<file path="src/rtl/tx_link_scheduler_if.sv">
// Serial-bit handshake bundle between the two frame sources, the scheduler and the line encoder.
// The scheduler connects through the slave modport; the driving side uses master.
interface tx_link_scheduler_if;
  logic data_bit;
  logic data_bit_valid;
  logic data_bit_ready;
  logic ctrl_bit;
  logic ctrl_bit_valid;
  logic ctrl_bit_ready;
  logic line_bit;
  logic line_bit_valid;
  logic line_bit_ready;

  modport master (
    output data_bit, data_bit_valid, ctrl_bit, ctrl_bit_valid, line_bit_ready,
    input  data_bit_ready, ctrl_bit_ready, line_bit, line_bit_valid
  );

  modport slave (
    input  data_bit, data_bit_valid, ctrl_bit, ctrl_bit_valid, line_bit_ready,
    output data_bit_ready, ctrl_bit_ready, line_bit, line_bit_valid
  );
endinterface

</file>
<file path="src/rtl/tx_link_scheduler.sv">
// Frame-granular arbiter sharing one line transmitter between data and ctrl bit sources.
// Optional TX_LINK_IDLE_FILL_EN: drive valid idle '1' bits in IDLE/GAP and count GAP in idle handshakes.
module tx_link_scheduler #(
  parameter int FRAME_BITS     = 56,
  parameter int GAP_BITS       = 4,
  parameter int MAX_CTRL_BURST = 3
) (
  input  logic                      clk_sys,
  input  logic                      rst_n,
  tx_link_scheduler_if.slave        tx,
  output logic                      grant_ctrl,
  output logic                      frame_done,
  output logic [15:0]               frames_sent,
  output logic [7:0]                underrun_count
);

  localparam int BW = $clog2(FRAME_BITS);
  localparam int GW = (GAP_BITS > 1) ? $clog2(GAP_BITS) : 1;
  localparam int SW = (MAX_CTRL_BURST > 0) ? $clog2(MAX_CTRL_BURST + 1) : 1;
  localparam logic [BW-1:0] LAST_BIT   = BW'(FRAME_BITS - 1);
  localparam logic [GW-1:0] GAP_LAST   = GW'((GAP_BITS > 0) ? GAP_BITS - 1 : 0);
  localparam logic [SW-1:0] STREAK_MAX = SW'(MAX_CTRL_BURST);

  typedef enum logic [1:0] {IDLE, DATA, CTRL, GAP} state_t;

  state_t        state_q;
  logic [BW-1:0] bit_cnt_q;
  logic [GW-1:0] gap_cnt_q;
  logic [SW-1:0] streak_q;
  logic [15:0]   frames_q;
  logic [7:0]    underrun_q;
  logic          frame_done_q;
  logic          stall_q;

  logic lb, lbv, drdy, crdy;
  logic hs, in_frame, stall, gap_tick;

`ifdef TX_LINK_IDLE_FILL_EN
  // Holds idle fill off while reset is asserted and for the first cycle after.
  logic run_q;
  always_ff @(posedge clk_sys or negedge rst_n) begin
    if (!rst_n) run_q <= 1'b0;
    else        run_q <= 1'b1;
  end
`endif

  always_comb begin
    lb   = 1'b1;
    lbv  = 1'b0;
    drdy = 1'b0;
    crdy = 1'b0;
    case (state_q)
      DATA: begin
        lb   = tx.data_bit;
        lbv  = tx.data_bit_valid;
        drdy = tx.line_bit_ready;
      end
      CTRL: begin
        lb   = tx.ctrl_bit;
        lbv  = tx.ctrl_bit_valid;
        crdy = tx.line_bit_ready;
      end
      default: begin
`ifdef TX_LINK_IDLE_FILL_EN
        lbv = run_q;
`else
        lbv = 1'b0;
`endif
      end
    endcase
  end

  assign tx.line_bit       = lb;
  assign tx.line_bit_valid = lbv;
  assign tx.data_bit_ready = drdy;
  assign tx.ctrl_bit_ready = crdy;

  assign hs       = lbv && tx.line_bit_ready;
  assign in_frame = (state_q == DATA) || (state_q == CTRL);
  // A stall only counts once the frame has started; waiting for bit 0 is not an underrun.
  assign stall    = in_frame && (bit_cnt_q != '0) && !lbv;

`ifdef TX_LINK_IDLE_FILL_EN
  assign gap_tick = hs;
`else
  assign gap_tick = 1'b1;
`endif

  always_ff @(posedge clk_sys or negedge rst_n) begin
    if (!rst_n) begin
      state_q      <= IDLE;
      bit_cnt_q    <= '0;
      gap_cnt_q    <= '0;
      streak_q     <= '0;
      frames_q     <= '0;
      underrun_q   <= '0;
      frame_done_q <= 1'b0;
      stall_q      <= 1'b0;
    end else begin
      frame_done_q <= 1'b0;
      stall_q      <= stall;
      if (stall && !stall_q && (underrun_q != 8'hFF))
        underrun_q <= underrun_q + 8'd1;
      case (state_q)
        IDLE: begin
          if (tx.ctrl_bit_valid && (!tx.data_bit_valid || (streak_q != STREAK_MAX)))
            state_q <= CTRL;
          else if (tx.data_bit_valid)
            state_q <= DATA;
        end
        DATA, CTRL: begin
          if (hs) begin
            if (bit_cnt_q == LAST_BIT) begin
              bit_cnt_q    <= '0;
              frame_done_q <= 1'b1;
              frames_q     <= frames_q + 16'd1;
              state_q      <= (GAP_BITS > 0) ? GAP : IDLE;
              // Ctrl streak only matters while data is actually waiting.
              if ((state_q == DATA) || !tx.data_bit_valid)
                streak_q <= '0;
              else if (streak_q != STREAK_MAX)
                streak_q <= streak_q + 1'b1;
            end else begin
              bit_cnt_q <= bit_cnt_q + 1'b1;
            end
          end
        end
        GAP: begin
          if (gap_tick) begin
            if (gap_cnt_q == GAP_LAST) begin
              gap_cnt_q <= '0;
              state_q   <= IDLE;
            end else begin
              gap_cnt_q <= gap_cnt_q + 1'b1;
            end
          end
        end
        default: state_q <= IDLE;
      endcase
    end
  end

  assign grant_ctrl     = (state_q == CTRL);
  assign frame_done     = frame_done_q;
  assign frames_sent    = frames_q;
  assign underrun_count = underrun_q;

endmodule

</file>
<file path="src/flat_wrapper.sv">
// flat-port wrapper written by rule: the top's interface ports become plain ports
module tx_link_scheduler_flat 
#(
  parameter int FRAME_BITS     = 56,
  parameter int GAP_BITS       = 4,
  parameter int MAX_CTRL_BURST = 3
)
  (clk_sys, rst_n, grant_ctrl, frame_done, frames_sent, underrun_count, tx_data_bit, tx_data_bit_valid, tx_ctrl_bit, tx_ctrl_bit_valid, tx_line_bit_ready, tx_data_bit_ready, tx_ctrl_bit_ready, tx_line_bit, tx_line_bit_valid);
  tx_link_scheduler_if tx_i ();
  input  logic clk_sys;
  input  logic rst_n;
  output logic grant_ctrl;
  output logic frame_done;
  output logic [15:0] frames_sent;
  output logic [7:0] underrun_count;
  input wire logic [$bits(tx_i.data_bit)-1:0] tx_data_bit;
  input wire logic [$bits(tx_i.data_bit_valid)-1:0] tx_data_bit_valid;
  input wire logic [$bits(tx_i.ctrl_bit)-1:0] tx_ctrl_bit;
  input wire logic [$bits(tx_i.ctrl_bit_valid)-1:0] tx_ctrl_bit_valid;
  input wire logic [$bits(tx_i.line_bit_ready)-1:0] tx_line_bit_ready;
  output wire logic [$bits(tx_i.data_bit_ready)-1:0] tx_data_bit_ready;
  output wire logic [$bits(tx_i.ctrl_bit_ready)-1:0] tx_ctrl_bit_ready;
  output wire logic [$bits(tx_i.line_bit)-1:0] tx_line_bit;
  output wire logic [$bits(tx_i.line_bit_valid)-1:0] tx_line_bit_valid;
  assign tx_i.data_bit = tx_data_bit;
  assign tx_i.data_bit_valid = tx_data_bit_valid;
  assign tx_i.ctrl_bit = tx_ctrl_bit;
  assign tx_i.ctrl_bit_valid = tx_ctrl_bit_valid;
  assign tx_i.line_bit_ready = tx_line_bit_ready;
  assign tx_data_bit_ready = tx_i.data_bit_ready;
  assign tx_ctrl_bit_ready = tx_i.ctrl_bit_ready;
  assign tx_line_bit = tx_i.line_bit;
  assign tx_line_bit_valid = tx_i.line_bit_valid;
  tx_link_scheduler #(.FRAME_BITS(FRAME_BITS), .GAP_BITS(GAP_BITS), .MAX_CTRL_BURST(MAX_CTRL_BURST)) u_core (.clk_sys(clk_sys), .rst_n(rst_n), .tx(tx_i), .grant_ctrl(grant_ctrl), .frame_done(frame_done), .frames_sent(frames_sent), .underrun_count(underrun_count));
endmodule
</file>
<file path="config.mk">
export PLATFORM = sky130hd
export DESIGN_NAME = tx_link_scheduler_flat
export DESIGN_NICKNAME = d
export VERILOG_FILES = /design/src/rtl/tx_link_scheduler_if.sv /design/src/rtl/tx_link_scheduler.sv /design/src/flat_wrapper.sv
export SDC_FILE = /design/constraint.sdc
export NUM_CORES = 1
export LEC_CHECK = 0
export ABC_CLOCK_PERIOD_IN_PS = 3600
export CAP_MARGIN = 0
export CORE_ASPECT_RATIO = 0.6
export CORE_MARGIN = 2
export CORE_UTILIZATION = 55
export DETAILED_ROUTE_END_ITERATION = 8
export PLACE_DENSITY_LB_ADDON = 0.2
export SETUP_SLACK_MARGIN = 0.02
export SLEW_MARGIN = 20
export SYNTH_ARGS = -nofsm -noshare
export SYNTH_HDL_FRONTEND = slang
export SYNTH_SLANG_ARGS = --single-unit
</file>
<file path="constraint.sdc">
create_clock -name clk_sys -period 3.6 [get_ports clk_sys]
set_clock_uncertainty 0.2 [all_clocks]
set_input_delay 0.54 -clock clk_sys [delete_from_list [all_inputs] [get_ports clk_sys]]
set_output_delay 0.54 -clock clk_sys [all_outputs]
set_load 0.03 [all_outputs]
</file>
# Word level (Yosys, flattened, before mapping)
# Cells that the tools add are included.
totals:
  output_inout_bits: 30
  reg_bits: 38
  input_bits: 7
  word_cells: 61
classes:
  addsub: 5
  n_mux: 17
  n_eq_ne: 11
  reduce_logical: 20
op_table:
  columns: ["cell", "count"]
  rows:
  - ["$add 16x1->16 const B", 1]
  - ["$mux 2", 8]
  - ["$add 8x1->8 const B", 1]
  - ["$ne 8x8->1 const B", 1]
  - ["$reduce_and 4->1", 2]
  - ["$add 6x1->6 const B", 1]
  - ["$eq 2x2->1 const B", 3]
  - ["$eq 6x6->1 const B", 1]
  - ["$logic_and 1x1->1", 6]
  - ["$mux 6", 1]
  - ["$ne 2x1->1 const B", 3]
  - ["$pmux 2 s3", 1]
  - ["$reduce_bool 6->1", 1]
  - ["$mux 1", 5]
  - ["$add 2x1->2 const B", 2]
  - ["$pmux 1 s2", 2]
  - ["$logic_not 1->1", 3]
  - ["$logic_or 1x1->1", 3]
  - ["$ne 3x2->1 const B", 1]
  - ["$reduce_and 3->1", 1]
  - ["$eq 2x1->1 const B", 1]
  - ["$logic_not 2->1", 1]
  - ["$ne 2x2->1 const B", 1]
  - ["$reduce_and 2->1", 1]
  - ["other kinds (2)", 2]

# Longest topological paths before layout
# Gate-level depths: netlist (run 1).
depth:
  ltp_word: 6
  depth_mapped: 8
  depth_no_buf: 7

# Worst setup path before layout (run 1)
# OpenSTA, ideal clock, no wires.
synth_path:
  path_kind: "reg-to-reg"
  start: "register u_core.state_q[0]"
  end: "register u_core.frames_q[12], in the netlist u_core.frames_sent[12]"
  required_ps: 3319
  slack_ps: 1278
  path_stages_with_launch: 9
  t_arrival_ps: 2041
  setup_time_ps: 81
  path_buffers: 1
  synth_period_minus_slack_ps: 2322
  path_cell_list: "dfrtp_1 -> inv_1 -> ha_1 -> a22o_1 -> nand4_4 -> or3_1 -> buf_6 -> nor3_4 -> xor2_1"
synth_between:
  elab_chain_cells: 4
  elab_cells_between_ends: 6
  cone_classes: "2 x eq/ne; 1 x mux; 3 x reduce/logical"
synth_lines:
  columns: ["element", "line_no", "rtl"]
  rows:
  - ["start, declared", "tx_link_scheduler.sv:26", "state_t state_q;"]
  - ["start signal, assigned", "tx_link_scheduler.sv:117", "state_q <= (GAP_BITS > 0) ? GAP : IDLE;"]
  - ["$eq 2x2->1 *", null, null]
  - ["named net grant_ctrl", "flat_wrapper.sv:12", "output logic grant_ctrl;"]
  - ["$pmux 1 s2", "tx_link_scheduler.sv:52", "case (state_q)"]
  - ["$logic_and 1x1->1", "tx_link_scheduler.sv:78", "assign hs = lbv && tx.line_bit_ready;"]
  - ["$reduce_and 3->1 (no source line) *", null, null]
  - ["end signal, assigned", "tx_link_scheduler.sv:116", "frames_q <= frames_q + 16'd1;"]
  - ["end, declared", "tx_link_scheduler.sv:30", "logic [15:0] frames_q;"]
# The timed path passes the listed nets; every way through them passes the cells marked *.
# A chain may end at the register's enable or synchronous reset.

# Final worst setup path (run 1)
layout_path:
  start: "input port tx_ctrl_bit_valid"
  end: "output port tx_line_bit_valid"
layout_between:
  elab_chain_cells: 1
layout_lines:
  columns: ["element", "line_no", "rtl"]
  rows:
  - ["start, declared", "flat_wrapper.sv:19", "input wire logic [$bits(tx_i.ctrl_bit_valid)-1:0] tx_ctrl_bit_valid;"]
  - ["$pmux 1 s2", "tx_link_scheduler.sv:52", null]
  - ["end, declared", "flat_wrapper.sv:24", "output wire logic [$bits(tx_i.line_bit_valid)-1:0] tx_line_bit_valid;"]
# Every way passes these cells.

==> results.ini, run 1 <==
[layout]
fin_nets = 244
area_growth_pct = 26.2
fillers = 245
diodes = 0
final_common_cell = dfrtp_1
final_cell_mix = dfrtp_1, clkdlybuf4s50_1, nand2_1
multi_input_area_um2 = 921
regArea_um2 = 951
final_cells = 272
layout-drive-gt1-share = 0.0749

[setup_path]
required_ps = 2860
critPathMaxFanout = 5
r2r_start = u_core.state_q[0]$_DFFE_PN0P_
arrival_ps = 2160
regToRegEndpoint = u_core.frames_sent[15]$_DFFE_PN0P_
crit_path_start_kind = input pin
crit_path_end_kind = output port
path_class = in -> out
ff2ff_setup_slack_ps = 1050
r2r.worst_path.cells = 7

[flow_run]
drv_cap = 0

[min_path]
hold_start = u_core.frames_sent[15]$_DFFE_PN0P_
hold_class = reg -> reg
min_to = u_core.frames_sent[15]$_DFFE_PN0P_
min_path_cells = 1

[clock_network]
clockBufferDepth = 2
htreeDepth = 2
clock-sinks = 38
cts_buffers = 5
clk_latency_ps = 280
cts_tree = built
cts_hold_buf = 0
path_clk_slew_ps = 70
cts-root-buf = clkbuf_8
postCtsSetupBuffers = 0
cts_resized = 0

[placed_design]
io_buffer_count = 36
place.gp.congestion = 0.820
post-place-cells = 264
dp_hpwl_um = 2750

[grt]
met3_usage = 0.0659
grt_max_degree = 39
grt_pass1_wl_um = 6480
use_met1 = 0.282
antenna_found_initial = 0
busiest_layer = met2
grt_pass1_vias = 1465
overflow = 0
grtUsageTotal = 0.210
globalRouteMet2Util = 0.336

[synthesis]
synth.ff_latch_count = 38
netlist_instances = 184
synth_fp_nets = 202
yosys_warnings = 0
synth.avg_cell_area_um2 = 10.5
synth_area_mm2 = 0.00192
synth_cell_types = 36
synth-seq-area-share = 0.494

[sta]
finalHoldViolations = 0
timing.final.crit_share = 0.805
slew_viol_final = 0
final-setup-viol-count = 0
relSlewSlack = 0.598
worst_pin_slew_ps = 598
fmax_ghz = 0.345
setup_tns_ps = 0
min_period_ps = 2900
rsz0062_at_grt = false
worst_hold_slack_ps = 286

[die]
fp.dieW_um = 80.4
die_y_um = 49.8
pin_count = 37
initial_utilization = 0.583
die_area_mm2 = 0.00400
coreArea_mm2 = 0.00330
row_count = 16

[power]
pwr-share-seq = 0.390
p_int_w = 0.000971
p_clk_frac = 0.183
sw_frac_of_total = 0.392
ir_worst_vdd_mv = 0.441
comb_power_share = 0.426
switchingPower_w = 0.000626
power_density_mw_per_mm2 = 657
cellLeakagePower_nw = 1.13

[route]
wire_per_inst_um = 13.4
drtAntennaViolNets = 0
routed_wl_um = 3660
num_vias = 1460
drc = 0
dr.pass1.iters = 4
vias_per_cell = 5.37
drt_iter0_drc = 56

[run_status]
status = complete, no violations

-- sequential cells by signal (all words and copies together), names as in the netlist --
| name | cells |
|---|---|
| u_core.frame_done | 1 |
| u_core.underrun_count | 8 |
| u_core.streak_q | 2 |
| u_core.frames_sent | 16 |
| u_core.bit_cnt_q | 6 |
| u_core.state_q | 2 |
| u_core.gap_cnt_q | 2 |
| u_core.stall_q | 1 |
-- worst max-delay path by stage --
stage / start / endpoint / depth (start not counted)
after global routing: u_core.state_q[0]$_DFFE_PN0P_ / tx_line_bit_valid / 5
after CTS: tx_data_bit_valid / tx_line_bit_valid / 4
after detailed placement: tx_data_bit_valid / tx_line_bit_valid / 4
after global placement: tx_data_bit_valid / tx_line_bit_valid / 4
after floorplan: u_core.state_q[0]$_DFFE_PN0P_ / u_core.frames_sent[12]$_DFFE_PN0P_ / 8
final: tx_ctrl_bit_valid / tx_line_bit_valid / 4
-- cells in the mapped netlist (all sizes together) --
| cell | instances | area (um^2) |
|---|---|---|
| and3 | 3 | 18.8 |
| xor2 | 11 | 96.3 |
| a22o | 1 | 8.76 |
| nand2 | 21 | 78.8 |
| a221o | 1 | 10.0 |
| a31o | 1 | 8.76 |
| ha | 11 | 138 |
| buf | 1 | 11.3 |
| nand3 | 13 | 65.1 |
| o21ai | 7 | 35.0 |
| a22oi | 1 | 7.51 |
| nor2b | 1 | 6.26 |
| or3 | 2 | 12.5 |
| nand2b | 2 | 12.5 |
| nor3b | 1 | 7.51 |
| nor2 | 13 | 51.3 |
| o31ai | 2 | 15.0 |
| nand4 | 5 | 46.3 |
| dfrtp | 38 | 951 |
| nor4 | 2 | 12.5 |
| and4 | 1 | 11.3 |
| mux2 | 2 | 22.5 |
| nor3 | 4 | 31.3 |
| and2 | 7 | 43.8 |
| mux2i | 1 | 10.0 |
| clkbuf | 1 | 3.75 |
| a21boi | 1 | 7.51 |
| a21oi | 4 | 20.0 |
| a211oi | 1 | 12.5 |
| xnor2 | 12 | 105 |
| o22a | 3 | 26.3 |
| inv | 10 | 37.5 |
-- critical path: stages --
cell	delay, ps
clkdlybuf4s50_1	520
a22o_1	270
and2_1	160
clkdlybuf4s50_1	660
-- cell families (layout without fill, tap and decap cells) --
kind of cell               Yosys count  count (layout)  synth area share
AOI/OAI and AO/OA                   22              22            0.0787
xor gates and xnor gates            23              23             0.105
adders and majority gates           11              11            0.0715
buffers and inverters               12              55            0.0273
DFF                                 38              38             0.494
muxes                                3               3            0.0169
and+or+nand+nor                     75              75             0.207
-- layer usage --
layer,vias up,part of all wire
met5,-,0
met4,0,0.0087
met3,4,0.052
met2,36,0.47
met1,708,0.47
li1,712,-
-- per-stage QoR --
| stage | area (um^2) | worst slack, ps | utilization | power (W) |
|---|---|---|---|---|
| finish | 2430 | 701 | 0.735 | 0.00160 |
| global route | 2430 | 580 | 0.735 | 0.00172 |
| CTS | 2430 | 695 | 0.735 | 0.00161 |
| detailed placement | 2330 | 691 | 0.706 | 0.00131 |
| global placement | 2330 | 711 | 0.706 | 0.00128 |
| floorplan | 1920 | 1280 | - | 0.00108 |
-- layout make-up --
| type | count | area share |
|---|---|---|
| well taps | 45 | 0.0232 |
| clock buffers | 6 | 0.0340 |
| multi-input cells | 134 | 0.379 |
| inverters | 10 | 0.0155 |
| clock inverters | 2 | 0.00515 |
| flip-flops and latches | 38 | 0.392 |
| repair buffers | 37 | 0.151 |
-- power groups by stage --
stage | clock (W) | combinational, W | sequential (W)
after detailed placement | 0 | 0.000680 | 0.000627
after global routing | 0.000325 | 0.000757 | 0.000639
after CTS | 0.000301 | 0.000687 | 0.000621
after floorplan | 0 | 0.000415 | 0.000664
after global placement | 0 | 0.000658 | 0.000618
final | 0.000293 | 0.000681 | 0.000623
(Power assumes the default switching activity.)
==> run 2: changes to the inputs <==
ABC_CLOCK_PERIOD_IN_PS = 2800   (was 3600)
CORE_UTILIZATION = 51   (was 55)
clock period = 2.8 ns   (was 3.6 ns; I/O delays follow)
==> results.ini, run 2 (synthesis gave the netlist of run 1 again) <==
[route]
drt_iter0_drc = 51  ; -8.9%
vias_per_cell = 5.18  ; -3.5%
drc = 0  ; unchanged
drtAntennaViolNets = 0  ; unchanged
routed_wl_um = 3650  ; -0.16%
num_vias = 1435  ; -1.7%
dr.pass1.iters = 6  ; +2
wire_per_inst_um = 13.2  ; -2.0%

[power]
switchingPower_w = 0.000808  ; +29%
pwr-share-seq = 0.387  ; -0.003
p_int_w = 0.00126  ; +29%
p_clk_frac = 0.186  ; +0.003
comb_power_share = 0.427  ; about the same
sw_frac_of_total = 0.391  ; -0.000442
power_density_mw_per_mm2 = 842  ; +28%
cellLeakagePower_nw = 1.16  ; +2.0%
ir_worst_vdd_mv = 0.512  ; +16%

[grt]
antenna_found_initial = 0  ; unchanged
grt_max_degree = 39  ; unchanged
grt_pass1_wl_um = 6640  ; +2.5%
overflow = 0  ; unchanged
grtUsageTotal = 0.197  ; -0.0129
grt_pass1_vias = 1470  ; +0.34%

[min_path]
hold_start = u_core.frames_sent[15]$_DFFE_PN0P_
min_path_cells = 1  ; unchanged
hold_class = reg -> reg
min_to = u_core.frames_sent[15]$_DFFE_PN0P_

[clock_network]
cts_tree = built
cts_hold_buf = 0  ; unchanged
postCtsSetupBuffers = 0  ; unchanged
cts-root-buf = clkbuf_8
clockBufferDepth = 2  ; unchanged
cts_resized = 0  ; unchanged
path_clk_slew_ps = 70  ; about the same
clk_latency_ps = 290  ; about the same
clock-sinks = 38  ; unchanged
htreeDepth = 2  ; unchanged
cts_buffers = 5  ; unchanged

[setup_path]
crit_chain = inv_1 > ha_1 > a22o_1 > and2_1 > clkdlybuf4s50_1
regToRegEndpoint = u_core.underrun_count[1]$_DFFE_PN0P_
arrival_ps = 2040  ; -120 ps
cp_slowest_cell = clkdlybuf4s50_1
crit_path_end_kind = output port
crit_path_start = u_core.state_q[0]$_DFFE_PN0P_
worst-path-buf-inv = 2  ; unchanged
crit_family = buffers and inverters
cp.depth = 5  ; +1
slowest_delay_ps = 670  ; about the same
crit_path_start_kind = register
r2r.worst_path.cells = 7  ; unchanged
r2r_start = u_core.state_q[1]$_DFFE_PN0P_
path_class = reg -> out
ff2ff_setup_slack_ps = 430  ; -620 ps
required_ps = 2180  ; -680 ps
critPathMaxFanout = 4  ; -1

[layout]
layout-drive-gt1-share = 0.0826  ; +0.00772
area_growth_pct = 27.4
fin_nets = 247  ; +1.2%
diodes = 0  ; unchanged
final_cell_mix = dfrtp_1, clkdlybuf4s50_1, nand2_1
largest_reg_flops = 16  ; unchanged
final_common_cell = dfrtp_1
postLayoutCellArea_mm2 = 0.00245  ; +0.98%

[sta]
worst_hold_slack_ps = 270  ; -16.8 ps
min_period_ps = 2660
rsz0062_at_grt = false
slew_viol_final = 0  ; unchanged
setup_tns_ps = 0  ; unchanged
worst_pin_slew_ps = 478  ; -120 ps
fmax_ghz = 0.377
final-setup-viol-count = 0  ; unchanged
finalHoldViolations = 0  ; unchanged
relSlewSlack = 0.681  ; +0.0831
fin_ws_ps = 144  ; -557 ps
timing.final.crit_share = 0.949

[die]
row_count = 17  ; +1
pin_count = 37  ; unchanged
coreArea_mm2 = 0.00364  ; +10%
fp.dieW_um = 83.3  ; +3.7%
initial_utilization = 0.529  ; -0.0535
die_y_um = 51.6  ; +3.5%
die_area_mm2 = 0.00430  ; +7.3%

[placed_design]
preCtsSetupSlack_ps = 248  ; -443 ps
dp_hpwl_um = 2740  ; -0.26%
place.gp.congestion = 0.838  ; +2.3%
io_buffer_count = 36  ; unchanged
place_area_mm2 = 0.00236  ; +1.1%

[run_status]
status = complete, no violations

[flow_run]
drv_cap = 0  ; unchanged

==> run 2: cell count changes in the layout (fill, tap and decap cells not counted), sizes merged <==
cell | before | now
dlymetal6s2s | 0 | 1
buf | 1 | 4
clkinvlp | 1 | 0
clkdlybuf4s50 | 36 | 35
clkbuf | 6 | 7
==> run 2: power groups by stage <==
stage                     sequential [W]  combinational (W)  clock (W)
after CTS                       0.000797           0.000895   0.000392
after global placement          0.000796           0.000853          0
after floorplan                 0.000853           0.000534          0
final                           0.000798           0.000882   0.000384
after detailed placement        0.000805           0.000896          0
after global routing            0.000817           0.000976   0.000410
==> run 2: per-layer routing <==
layer	vias up	routed length (um)	GRT usage
met5	-	0	0
met4	0	71	0.0820
met3	10	159	0.0556
met2	28	1660	0.312
met1	679	1760	0.260
li1	718	-	-
==> run 2: worst max path at each step <==
stage                                          to  slack [ps]
2_1_floorplan  u_core.frames_sent[12]$_DFFE_PN0P_         480
3_3_place_gp                    tx_line_bit_valid         300
3_5_place_dp                    tx_line_bit_valid         250
4_1_cts                               tx_line_bit          40
5_1_grt                         tx_line_bit_valid          20
6_report                        tx_line_bit_valid         140
==> run 2: stage by stage <==
step | cells | total power [W] | util
after floorplan | 184 | 0.00139 | -
after global placement | 269 | 0.00165 | 0.648
after detailed placement | 269 | 0.00170 | 0.648
after CTS | 277 | 0.00208 | 0.674
after global routing | 277 | 0.00220 | 0.674
final | 277 | 0.00206 | 0.674
==> run 2: cell type report <==
| class | instances | area [um^2] |
|---|---|---|
| Fill cell | 278 | 1180 |
| Sequential cell | 38 | 951 |
| Multi-Input combinational cell | 134 | 921 |
| Timing Repair Buffer | 40 | 393 |
| Clock buffer | 7 | 86.3 |
| Tap cell | 47 | 58.8 |
| Inverter | 10 | 37.5 |
| Clock inverter | 1 | 5.00 |
==> run 2: worst reg2reg max path: cells and delay by family, from the launching register on <==
family                     cells  cell delay (ps)
DFF                            1              410
and+or+nand+nor                1              300
buffers and inverters          2              260
AOI/OAI and AO/OA              2              520
muxes                          1              350
adders and majority gates      1              220
==> run 3: changes to the inputs <==
ABC_AREA = 1   (was default)
CORE_UTILIZATION = 53   (was 51)
==> results.ini, run 3 <==
[setup_path]
crit_path_start_kind = register
critPathMostFrequentCell = inv_1
crit_path_start = u_core.state_q[1]$_DFFE_PN0P_
critPathMaxFanout = 4  ; unchanged
arrival_ps = 1870  ; -170 ps
crit_chain = inv_1 > ha_1 > nand2_1 > inv_1 > clkdlybuf4s50_1
r2r_start = u_core.state_q[1]$_DFFE_PN0P_
slowest_delay_ps = 660  ; about the same
crit_path_end_kind = output port
cp_slowest_cell = clkdlybuf4s50_1
ff2ff_setup_slack_ps = 650  ; +220 ps
r2r.worst_path.cells = 9  ; +2
required_ps = 2180  ; about the same
path_class = reg -> out

[clock_network]
cts-root-buf = clkbuf_8
clockBufferDepth = 2  ; unchanged
cts_hold_buf = 0  ; unchanged
htreeDepth = 2  ; unchanged
clock-sinks = 38  ; unchanged
clk_latency_ps = 300  ; about the same
postCtsSetupBuffers = 0  ; unchanged
cts_tree = built
cts_buffers = 5  ; unchanged
path_clk_slew_ps = 70  ; about the same
cts_resized = 0  ; unchanged

[placed_design]
place.gp.congestion = 0.865  ; +3.1%
dp_hpwl_um = 3460  ; +26%
place_area_mm2 = 0.00266  ; +13%
post-place-cells = 387  ; +44%
io_buffer_count = 36  ; unchanged

[sta]
relSlewSlack = 0.459  ; -0.222
timing.final.crit_share = 0.889  ; -0.0597
fmax_ghz = 0.402  ; +6.7%
worst_pin_slew_ps = 811  ; +333 ps
setup_tns_ps = 0  ; unchanged
min_period_ps = 2490  ; -167 ps
finalHoldViolations = 0  ; unchanged
worst_hold_slack_ps = 7.53  ; -262 ps
final-setup-viol-count = 0  ; unchanged
slew_viol_final = 0  ; unchanged
rsz0062_at_grt = false

[layout]
multi_input_area_mm2 = 0.00112  ; +21%
final_common_cell = nand2_1
postLayoutCellArea_mm2 = 0.00275  ; +12%
regArea_um2 = 951  ; unchanged
fin_nets = 352  ; +43%
final_cell_mix = nand2_1, inv_1, dfrtp_1
diodes = 0  ; unchanged
largest_reg_flops = 16  ; unchanged
final_cells = 395  ; +43%
fillers = 367  ; +32%
layout-drive-gt1-share = 0.0687  ; -0.0140
area_growth_pct = 22.2

[die]
row_count = 18  ; +1
coreArea_mm2 = 0.00410  ; +13%
initial_utilization = 0.548  ; +0.0192
pin_count = 37  ; unchanged
die_area_mm2 = 0.00479  ; +12%
fp.dieW_um = 88.1  ; +5.7%
die_y_um = 54.4  ; +5.5%

[grt]
overflow = 0  ; unchanged
grt_max_degree = 39  ; unchanged
grt_pass1_vias = 1716  ; +17%
antenna_found_initial = 0  ; unchanged
grt_pass1_wl_um = 7760  ; +17%
grtUsageTotal = 0.220  ; +0.0232

[min_path]
hold_class = in -> async

[power]
power_density_mw_per_mm2 = 743  ; -12%
p_total_w = 0.00204  ; -1.1%
cellLeakagePower_nw = 1.44  ; +24%
ir_worst_vdd_mv = 0.420  ; -18%

[synthesis]
synth_area_mm2 = 0.00225  ; +17%
netlist_instances = 293  ; +59%
synth_edf_count = 0  ; unchanged
synth_cell_types = 24  ; -33%
synth_flop_cell = dfrtp_1
async_flop_share = 1.00  ; unchanged
synth.ff_latch_count = 38  ; unchanged
synth.avg_cell_area_um2 = 7.67  ; -27%
post-synth-top-count-cell = nand2_1
synth-seq-area-share = 0.423  ; -0.0710
synth_fp_nets = 311  ; +54%
synth_common_cells = nand2_1, inv_1, dfrtp_1
yosysTopAreaCellShare = 0.423  ; -0.0710
yosysTopAreaCell = dfrtp_1
yosys_warnings = 0  ; unchanged
synth.area.top_cells = dfrtp_1, nand2_1, inv_1

[route]
drtAntennaViolNets = 0  ; unchanged
drc = 0  ; unchanged
num_vias = 1973  ; +37%
vias_per_cell = 4.99  ; -3.6%
dr.pass1.iters = 4  ; -2
routed_wl_um = 4690  ; +28%
drt_iter0_drc = 140  ; +170%
wire_per_inst_um = 11.9  ; -10%

[flow_run]
drv_cap = 0  ; unchanged

[run_status]
status = complete, no violations

## run 3: layout make-up
cell class | instances | area share
tap | 60 | 0.0273
inverter | 42 | 0.0574
sequential | 38 | 0.346
clock buffer | 6 | 0.0264
timing repair buffer | 36 | 0.131
multi-input combinational | 211 | 0.406
clock inverter | 2 | 0.00501
## run 3: path summary, 6_finish.rpt
path	to
setup / recovery	tx_data_bit_ready
hold / removal	u_core.streak_q[0]$_DFFE_PN0P_
max in group asynchronous	u_core.frames_sent[8]$_DFFE_PN0P_
hold reg to reg	u_core.gap_cnt_q[0]$_DFFE_PN0N_
min in group clk_sys	u_core.gap_cnt_q[0]$_DFFE_PN0N_
setup reg to reg	u_core.bit_cnt_q[3]$_DFFE_PN0P_
## run 3: cell families (layout without fill, tap and decap cells)
kind of cell | after synthesis | in the layout | synth area share
flops | 38 | 38 | 0.423
xor+xnor | 13 | 13 | 0.0507
simple gates | 172 | 172 | 0.349
buf+inv | 44 | 86 | 0.0802
fa+ha+maj | 11 | 11 | 0.0612
compound gates | 15 | 15 | 0.0356
## run 3: power breakdown
group | internal, W | switching [W]
registers | 0.000655 | 0.000116
logic | 0.000331 | 0.000566
clock network | 0.000175 | 0.000197
total | 0.00116 | 0.000879
## run 3: metal layers
metal	up-vias	GRT usage	wire length [um]
li1	1006	-	-
met1	900	0.314	2390
met2	61	0.316	1920
met3	6	0.0769	306
met4	0	0.0707	67
met5	-	0	0
## run 3: critical path: cells and delay by family (launching register included)
| family | cells | cell delay, ps |
|---|---|---|
| and+or+nand+nor | 1 | 70 |
| DFF | 1 | 420 |
| adders and majority gates | 1 | 250 |
| buffers and inverters | 3 | 830 |
## run 3: stage by stage
| stage | util | worst slack, ps |
|---|---|---|
| floorplan | - | 837 |
| global placement | 0.648 | 219 |
| detailed placement | 0.648 | 207 |
| CTS | 0.669 | 28.6 |
| global route | 0.670 | 188 |
| finish | 0.670 | 311 |
